`src/rtl/alu_seq_ctrl_if.sv`:
```
// Bundle of command, load, ALU-side and result signals for alu_seq_ctrl.
// The slave modport is the controller's view; master is the view of whoever
// issues commands and consumes results (and also models the ALU).
interface alu_seq_ctrl_if #(
  parameter int NREG = 8,
  parameter int ERRW = 8
);
  localparam int AW = $clog2(NREG);

  // register-file load port
  logic          ld_en;
  logic [AW-1:0] ld_addr;
  logic [15:0]   ld_data;

  // command handshake
  logic          cmd_valid;
  logic          cmd_ready;
  logic          cmd_mode;
  logic [1:0]    cmd_op;
  logic [AW-1:0] cmd_ra;
  logic [AW-1:0] cmd_rb;
  logic [AW-1:0] cmd_rd;
  logic          cmd_wb;

  // ALU side
  logic [15:0]   alu_a;
  logic [15:0]   alu_b;
  logic          alu_mode;
  logic [1:0]    alu_op;
  logic [31:0]   alu_res;
  logic          alu_err;

  // result handshake and status
  logic          res_valid;
  logic          res_ready;
  logic [31:0]   res_data;
  logic          res_err;
  logic [AW-1:0] res_rd;
  logic [ERRW-1:0] err_cnt;

  modport slave (
    input  ld_en, ld_addr, ld_data,
    input  cmd_valid, cmd_mode, cmd_op, cmd_ra, cmd_rb, cmd_rd, cmd_wb,
    output cmd_ready,
    output alu_a, alu_b, alu_mode, alu_op,
    input  alu_res, alu_err,
    output res_valid, res_data, res_err, res_rd, err_cnt,
    input  res_ready
  );

  modport master (
    output ld_en, ld_addr, ld_data,
    output cmd_valid, cmd_mode, cmd_op, cmd_ra, cmd_rb, cmd_rd, cmd_wb,
    input  cmd_ready,
    input  alu_a, alu_b, alu_mode, alu_op,
    output alu_res, alu_err,
    input  res_valid, res_data, res_err, res_rd, err_cnt,
    output res_ready
  );
endinterface

```
`src/rtl/alu_seq_ctrl.sv`:
```
// Sequential front end for the combinational 16-bit two-mode ALU.
// Accepts a command, drives operands from an internal register file for one
// ISSUE cycle, captures the ALU result, optionally writes the low half back,
// and holds the result until the consumer takes it.
module alu_seq_ctrl #(
  parameter int NREG = 8,
  parameter int ERRW = 8
) (
  input  logic clk,
  input  logic rst_n,
  alu_seq_ctrl_if.slave bus
);
  localparam int AW = $clog2(NREG);

  localparam logic [1:0] ST_IDLE  = 2'd0;
  localparam logic [1:0] ST_ISSUE = 2'd1;
  localparam logic [1:0] ST_RESP  = 2'd2;

  logic [1:0]      state_q, state_d;
  logic [15:0]     rf_q [NREG];
  logic [15:0]     rf_d [NREG];

  logic [AW-1:0]   rd_q;
  logic            wb_q;

  logic [15:0]     alu_a_q, alu_b_q;
  logic            alu_mode_q;
  logic [1:0]      alu_op_q;

  logic            cmd_ready_q;
  logic            res_valid_q;
  logic [31:0]     res_data_q;
  logic            res_err_q;
  logic [AW-1:0]   res_rd_q;
  logic [ERRW-1:0] err_cnt_q;

  logic            accept_s;
  logic            issue_s;
  logic            wb_fire_s;
  logic            err_sat_s;

  assign accept_s  = (state_q == ST_IDLE) && cmd_ready_q && bus.cmd_valid;
  assign issue_s   = (state_q == ST_ISSUE);
  assign wb_fire_s = issue_s && wb_q && !bus.alu_err;
  assign err_sat_s = (err_cnt_q == {ERRW{1'b1}});

  // Next-state logic for the IDLE -> ISSUE -> RESP sequence.
  always_comb begin
    state_d = state_q;
    case (state_q)
      ST_IDLE: begin
        if (accept_s) begin
          state_d = ST_ISSUE;
        end else begin
          state_d = ST_IDLE;
        end
      end
      ST_ISSUE: begin
        state_d = ST_RESP;
      end
      ST_RESP: begin
        if (bus.res_ready) begin
          state_d = ST_IDLE;
        end else begin
          state_d = ST_RESP;
        end
      end
      default: begin
        state_d = ST_IDLE;
      end
    endcase
  end

  // Next register-file contents: load first, writeback applied last so it wins a collision.
  always_comb begin
    rf_d = rf_q;
    if (bus.ld_en) begin
      rf_d[bus.ld_addr] = bus.ld_data;
    end else begin
      rf_d[bus.ld_addr] = rf_q[bus.ld_addr];
    end
    if (wb_fire_s) begin
      rf_d[rd_q] = bus.alu_res[15:0];
    end else begin
      rf_d[rd_q] = rf_d[rd_q];
    end
  end

  // FSM state and the handshake flags, which are registered decodes of the next state.
  always_ff @(posedge clk) begin
    if (!rst_n) begin
      state_q     <= ST_IDLE;
      cmd_ready_q <= 1'b0;
      res_valid_q <= 1'b0;
    end else begin
      state_q     <= state_d;
      cmd_ready_q <= (state_d == ST_IDLE);
      res_valid_q <= (state_d == ST_RESP);
    end
  end

  // Register file storage.
  always_ff @(posedge clk) begin
    if (!rst_n) begin
      for (int i = 0; i < NREG; i++) begin
        rf_q[i] <= 16'h0000;
      end
    end else begin
      rf_q <= rf_d;
    end
  end

  // Command capture. Operands are read through rf_d so that a load landing on
  // the accept edge is what the ALU sees; rf cannot change again until ISSUE ends.
  always_ff @(posedge clk) begin
    if (!rst_n) begin
      rd_q       <= {AW{1'b0}};
      wb_q       <= 1'b0;
      alu_a_q    <= 16'h0000;
      alu_b_q    <= 16'h0000;
      alu_mode_q <= 1'b0;
      alu_op_q   <= 2'b00;
    end else if (accept_s) begin
      rd_q       <= bus.cmd_rd;
      wb_q       <= bus.cmd_wb;
      alu_a_q    <= rf_d[bus.cmd_ra];
      alu_b_q    <= rf_d[bus.cmd_rb];
      alu_mode_q <= bus.cmd_mode;
      alu_op_q   <= bus.cmd_op;
    end else begin
      rd_q       <= rd_q;
      wb_q       <= wb_q;
      alu_a_q    <= alu_a_q;
      alu_b_q    <= alu_b_q;
      alu_mode_q <= alu_mode_q;
      alu_op_q   <= alu_op_q;
    end
  end

  // Result capture at the end of ISSUE; held stable through RESP.
  always_ff @(posedge clk) begin
    if (!rst_n) begin
      res_data_q <= 32'h0000_0000;
      res_err_q  <= 1'b0;
      res_rd_q   <= {AW{1'b0}};
    end else if (issue_s) begin
      res_data_q <= bus.alu_res;
      res_err_q  <= bus.alu_err;
      res_rd_q   <= rd_q;
    end else begin
      res_data_q <= res_data_q;
      res_err_q  <= res_err_q;
      res_rd_q   <= res_rd_q;
    end
  end

  // Saturating count of commands whose ALU result carried an error.
  always_ff @(posedge clk) begin
    if (!rst_n) begin
      err_cnt_q <= {ERRW{1'b0}};
    end else if (issue_s && bus.alu_err && !err_sat_s) begin
      err_cnt_q <= err_cnt_q + {{(ERRW-1){1'b0}}, 1'b1};
    end else begin
      err_cnt_q <= err_cnt_q;
    end
  end

  assign bus.cmd_ready = cmd_ready_q;
  assign bus.alu_a     = alu_a_q;
  assign bus.alu_b     = alu_b_q;
  assign bus.alu_mode  = alu_mode_q;
  assign bus.alu_op    = alu_op_q;
  assign bus.res_valid = res_valid_q;
  assign bus.res_data  = res_data_q;
  assign bus.res_err   = res_err_q;
  assign bus.res_rd    = res_rd_q;
  assign bus.err_cnt   = err_cnt_q;
endmodule

```
`src/flat_wrapper.sv`:
```
// flat-port wrapper written by rule: the top's interface ports become plain ports
module alu_seq_ctrl_flat 
#(
  parameter int NREG = 8,
  parameter int ERRW = 8
)
  (clk, rst_n, bus_ld_en, bus_ld_addr, bus_ld_data, bus_cmd_valid, bus_cmd_mode, bus_cmd_op, bus_cmd_ra, bus_cmd_rb, bus_cmd_rd, bus_cmd_wb, bus_cmd_ready, bus_alu_a, bus_alu_b, bus_alu_mode, bus_alu_op, bus_alu_res, bus_alu_err, bus_res_valid, bus_res_data, bus_res_err, bus_res_rd, bus_err_cnt, bus_res_ready);
  alu_seq_ctrl_if #(.NREG(NREG), .ERRW(ERRW)) bus_i ();
  input  logic clk;
  input  logic rst_n;
  input wire logic [$bits(bus_i.ld_en)-1:0] bus_ld_en;
  input wire logic [$bits(bus_i.ld_addr)-1:0] bus_ld_addr;
  input wire logic [$bits(bus_i.ld_data)-1:0] bus_ld_data;
  input wire logic [$bits(bus_i.cmd_valid)-1:0] bus_cmd_valid;
  input wire logic [$bits(bus_i.cmd_mode)-1:0] bus_cmd_mode;
  input wire logic [$bits(bus_i.cmd_op)-1:0] bus_cmd_op;
  input wire logic [$bits(bus_i.cmd_ra)-1:0] bus_cmd_ra;
  input wire logic [$bits(bus_i.cmd_rb)-1:0] bus_cmd_rb;
  input wire logic [$bits(bus_i.cmd_rd)-1:0] bus_cmd_rd;
  input wire logic [$bits(bus_i.cmd_wb)-1:0] bus_cmd_wb;
  output wire logic [$bits(bus_i.cmd_ready)-1:0] bus_cmd_ready;
  output wire logic [$bits(bus_i.alu_a)-1:0] bus_alu_a;
  output wire logic [$bits(bus_i.alu_b)-1:0] bus_alu_b;
  output wire logic [$bits(bus_i.alu_mode)-1:0] bus_alu_mode;
  output wire logic [$bits(bus_i.alu_op)-1:0] bus_alu_op;
  input wire logic [$bits(bus_i.alu_res)-1:0] bus_alu_res;
  input wire logic [$bits(bus_i.alu_err)-1:0] bus_alu_err;
  output wire logic [$bits(bus_i.res_valid)-1:0] bus_res_valid;
  output wire logic [$bits(bus_i.res_data)-1:0] bus_res_data;
  output wire logic [$bits(bus_i.res_err)-1:0] bus_res_err;
  output wire logic [$bits(bus_i.res_rd)-1:0] bus_res_rd;
  output wire logic [$bits(bus_i.err_cnt)-1:0] bus_err_cnt;
  input wire logic [$bits(bus_i.res_ready)-1:0] bus_res_ready;
  assign bus_i.ld_en = bus_ld_en;
  assign bus_i.ld_addr = bus_ld_addr;
  assign bus_i.ld_data = bus_ld_data;
  assign bus_i.cmd_valid = bus_cmd_valid;
  assign bus_i.cmd_mode = bus_cmd_mode;
  assign bus_i.cmd_op = bus_cmd_op;
  assign bus_i.cmd_ra = bus_cmd_ra;
  assign bus_i.cmd_rb = bus_cmd_rb;
  assign bus_i.cmd_rd = bus_cmd_rd;
  assign bus_i.cmd_wb = bus_cmd_wb;
  assign bus_cmd_ready = bus_i.cmd_ready;
  assign bus_alu_a = bus_i.alu_a;
  assign bus_alu_b = bus_i.alu_b;
  assign bus_alu_mode = bus_i.alu_mode;
  assign bus_alu_op = bus_i.alu_op;
  assign bus_i.alu_res = bus_alu_res;
  assign bus_i.alu_err = bus_alu_err;
  assign bus_res_valid = bus_i.res_valid;
  assign bus_res_data = bus_i.res_data;
  assign bus_res_err = bus_i.res_err;
  assign bus_res_rd = bus_i.res_rd;
  assign bus_err_cnt = bus_i.err_cnt;
  assign bus_i.res_ready = bus_res_ready;
  alu_seq_ctrl #(.NREG(NREG), .ERRW(ERRW)) u_core (.clk(clk), .rst_n(rst_n), .bus(bus_i));
endmodule
```
`config.mk`:
```
export PLATFORM = sky130hd
export DESIGN_NAME = alu_seq_ctrl_flat
export DESIGN_NICKNAME = d
export VERILOG_FILES = /design/src/rtl/alu_seq_ctrl_if.sv /design/src/rtl/alu_seq_ctrl.sv /design/src/flat_wrapper.sv
export SDC_FILE = /design/constraint.sdc
export NUM_CORES = 1
export LEC_CHECK = 0
export CORE_ASPECT_RATIO = 0.75
export CORE_MARGIN = 2
export CORE_UTILIZATION = 33
export DETAILED_ROUTE_END_ITERATION = 12
export DONT_BUFFER_PORTS = 1
export GPL_TIMING_DRIVEN = 0
export MAX_ROUTING_LAYER = met4
export PLACE_DENSITY = 0.51
export REMOVE_ABC_BUFFERS = 1
export SLEW_MARGIN = 10
export SYNTH_ARGS = -nofsm -noshare
export SYNTH_HDL_FRONTEND = slang
export SYNTH_SLANG_ARGS = --single-unit
```
`constraint.sdc`:
```
create_clock -name clk -period 3.3 [get_ports clk]
set_input_delay 0.66 -clock clk [delete_from_list [all_inputs] [get_ports clk]]
set_output_delay 0.66 -clock clk [all_outputs]
set_load 0.01 [all_outputs]
```
==> summary.md <==
| Metric | Value |
|---|---|
| Layout cells sized above 1 | `13.9%` |
| Largest net degree at the start of global routing | `86` |
| YS warnings | `0` |
| Worst slack at placement | `-1.43 ns` |
| Cell Int Power | `5.03 mW` |
| Adder-Cell Fraction of Synth Area | `0.0800%` |
| Crit end category | `flip-flop` |
| R2r setup slk | `0.04 ns` |
| Worst EP required | `3.77 ns` |
| Worst-Margin Slew | `1.36 ns` |
| Hpwl dp | `56.4 mm` |
| Hold_sp | `rst_n` |
| Power share of the clock group | `40.0%` |
| Number of global-route vias before repair | `16400` |
| CP max stage delay | `1.30 ns` |
| Final Max Tran Viols | `0` |
| Setup ws final | `-0.178 ns` |
| Cell taking the most area after synthesis | `dfxtp_1` |
| R2r startpoint | `u_core.rd_q[0]$_SDFFE_PN0P_` |
| Reg clk slew, reported paths | `0.07 ns` |
| Hold Path End | `u_core.rf_q[97]$_SDFF_PN0_` |
| P_leak | `6.15 nW` |
| R2r worst-path depth | `9` |
| Ports | `151` |
| Crit path max fanout | `45` |
| Minimum clock period | `3.48 ns` |
| Final Routed Wirelength | `84.7 mm` |
| Comb power frac | `22.3%` |
| Syn Std Cell Area | `15600 µm²` |
| Synth Area per Inst | `7.59 µm²` |
| Num CTS Buffers | `27` |
| Critical Path AT | `3.94 ns` |
| Clk_skew | `0.0173 ns` |
| Library cells used by synthesis | `114` |
| Largest family of logic cells by synthesized area | `compound AO/OA/AOI/OAI gates` |
| Die area | `49200 µm²` |
| Overall Power | `7.65 mW` |
| Sink Count | `215` |
| Final RePlAce weighted congestion | `0.993` |
| Yosys top cell area share | `27.5%` |
| VDD IR-drop max | `344 µV` |
| DR vias/cell | `6.81` |
| Row cnt | `69` |
| CTS Root Cell | `clkbuf_16` |
| CTS tree | `done` |
| WP buf/inv | `1` |
| Sequential area share after synthesis | `27.5%` |
| Top FF cell, synth | `dfxtp_1` |
| Initial antenna violation count | `2` |
| H-Tree Depth | `1` |
| First-pass GRT wire length | `120 mm` |
| Async set-reset flop share out of synthesis | `0%` |
| RR Endpoint | `u_core.bus.alu_b[15]$_SDFFE_PN0P_` |
| Grt ovf | `0` |
| Die Span Y | `193 µm` |
| Final Cycle Share | `105%` |
| Status | `finished with violations` |
| Synthesis-to-finish area growth | `12.6%` |
| Setup Viol. Count Final | `5` |
| Max Cap Violations | `0` |
| Hold buffers post-CTS | `0` |
| Max Freq | `0.288 GHz` |
| Max Root-Sink Buffers | `3` |
| CP startpoint kind | `input port` |
| Wire per inst | `32.2 µm` |
| DRC viols | `0` |
| Worst Hold Class | `input port to flip-flop` |
| Worst path slowest cell | `nor2_1` |
| Starting Density | `33.2%` |
| WS Path Type | `input port to flip-flop` |
| Core Region | `47100 µm²` |
| Synth Area in Simple Gates | `26.6%` |
| Switching share of power | `34.2%` |
| RSZ-0062 raised after global routing | `yes` |
| Placed Instances | `2556` |
| Hold depth | `1` |
| Clock Latency Late Sink | `0.58 ns` |
| Port Buffers | `0` |
| Hold Vio Cnt, Final | `0` |
| Worst setup startpoint | `bus_cmd_rb[1]` |
| Mux cell area share after synthesis | `6.72%` |
| Pwr per Cell Area | `435 nW/µm²` |
| FF+latch count, synth | `215` |
| Pre-antenna DRT Iters | `6` |
| EDFF count, synth | `0` |
| Most common cell after layout, fill and taps aside | `nand2_1` |
| Net Sw Power | `2.62 mW` |
| Detail Route Antenna Nets | `0` |
| Iteration-0 DRC Markers | `2852` |
| Failing checks | `negative setup slack` |
| Smallest hold slack | `0.204 ns` |
| DR vias | `17900` |
| Mapped Cells | `2060` |
| Nets@finish | `2044` |
| Post-synthesis compound-gate area fraction | `32.7%` |
| Synth area leaders | `dfxtp_1 28%, nand2_1 6.5%, nor2_1 5.4%` |
| Non-filler cells, final | `2631` |
| Crit path max-delay family | `simple AND/OR/NAND/NOR gates` |
| CP cell instances | `clkinv_1 -> nor2_1 -> a22oi_1 -> o21ai_0 -> a21oi_1 -> a32o_1` |
| Leading cell types in the layout, fill and taps excluded | `268 x nand2_1, 220 x nor2_1, 212 x dfxtp_1` |
| Synth Area in XOR/XNOR | `0.560%` |
| Die Span X | `255 µm` |
| Relative slew margins | `8.52%` |
| GRT Util Overall | `34.2%` |
| Share of total power in sequential cells | `37.8%` |
## area by class of cell
| class | count | area (µm²) |
|---|---|---|
| flip-flops and latches | 215 | 4320 |
| well taps | 639 | 800 |
| clock buffers | 32 | 724 |
| multi-input cells | 1650 | 10700 |
| inverters | 14 | 62.6 |
| diodes | 2 | 5.00 |
| fillers | 4914 | 29500 |
| clock inverters | 14 | 139 |
| repair buffers | 65 | 845 |
## what timing repair did
action,CTS,global route
endpoints found under the setup margin,154,22
pin swaps,8,5
gates resized for setup,35,19
cloned,0,0
buffers inserted,15,12
## power by group through the flow
stage,Combinational [mW],Clock (mW),Sequential (mW)
floorplan,0.991,0,2.89
finish,1.70,3.06,2.89
global placement,1.49,0,2.94
global route,1.79,3.22,2.90
CTS,1.59,3.10,2.89
detailed placement,1.55,0,2.95
## routing by layer
metal  vias to the layer above  wire length [µm]  share of wire (%)  GRT usage [%]
li1                       7516                 -                  -              -
met1                      8639             34500                 41           45.6
met2                      1489             33200                 39           47.0
met3                       271             12800                 15           11.3
met4                         0              4150                4.9           13.8
met5                         -                 0                  0              -
## cells in the mapped netlist, types with 18 or more instances
master    instances
dfxtp_1         215
o31ai_1          18
clkbuf_1        125
and3_1           38
nor2_1          225
buf_2            21
o21a_1           20
nand2b_1         28
a31oi_1          24
nand2_1         269
mux2i_1          39
nor3_1           27
a22oi_1          26
nand3_1          93
mux2_2           33
and2_1           56
o211ai_1         39
a211oi_1         46
nand4_1          19
a21oi_1         156
o21ai_0         118
a21o_1           18
## cells by family (layout without fill, tap and decap cells)
group,after synthesis,in the layout
xor gates and xnor gates,10,10
AOI/OAI and AO/OA,700,700
DFF,215,215
and+or+nand+nor,854,854
muxes,85,85
buffers and inverters,195,125
other,0,2
adders and majority gates,1,1
## worst register-to-register path, cell delays in order (launching register included)
cell and delay [ns]:
dfxtp_4 0.46, buf_6 0.21, or3b_4 0.47, nor2_4 0.19
a22o_1 0.27, nor3_1 0.38, a31oi_4 0.20, o21ai_1 0.45
a2111oi_0 0.20, a32o_1 0.32
## metrics by stage
stage	util [%]	TNS [ns]	instance area, µm²
floorplan	-	-112.12	14800
global route	37.4	-0.0105	17600
detailed placement	34.7	-94.61	16300
CTS	37.0	0	17400
finish	37.4	-0.464	17600
global placement	33.1	-841.25	15600
## worst max-delay path by stage
| stage | end | cells past startpoint | slack [ns] |
|---|---|---|---|
| floorplan | u_core.bus.alu_b[12]$_SDFFE_PN0P_ | 8 | -1.62 |
| finish | u_core.bus.alu_b[10]$_SDFFE_PN0P_ | 6 | -0.18 |
| detailed placement | u_core.bus.alu_b[12]$_SDFFE_PN0P_ | 9 | -1.43 |
| CTS | u_core.bus.alu_b[11]$_SDFFE_PN0P_ | 8 | 0.0002 |
| global placement | u_core.bus.alu_a[6]$_SDFFE_PN0P_ | 8 | -6.54 |
| global route | u_core.bus.alu_a[7]$_SDFFE_PN0P_ | 10 | -0.01 |
## state kept, by name (all words and copies together) (netlist names), 2 cells and up
name	count
u_core.rd_q	3
u_core.state_q	2
u_core.bus.err_cnt	8
u_core.bus.alu_op	2
u_core.bus.alu_b	16
u_core.bus.res_data	32
u_core.bus.res_rd	3
u_core.bus.alu_a	16
u_core.rf_q	128
Note: power is estimated with default switching activity, not from simulation.
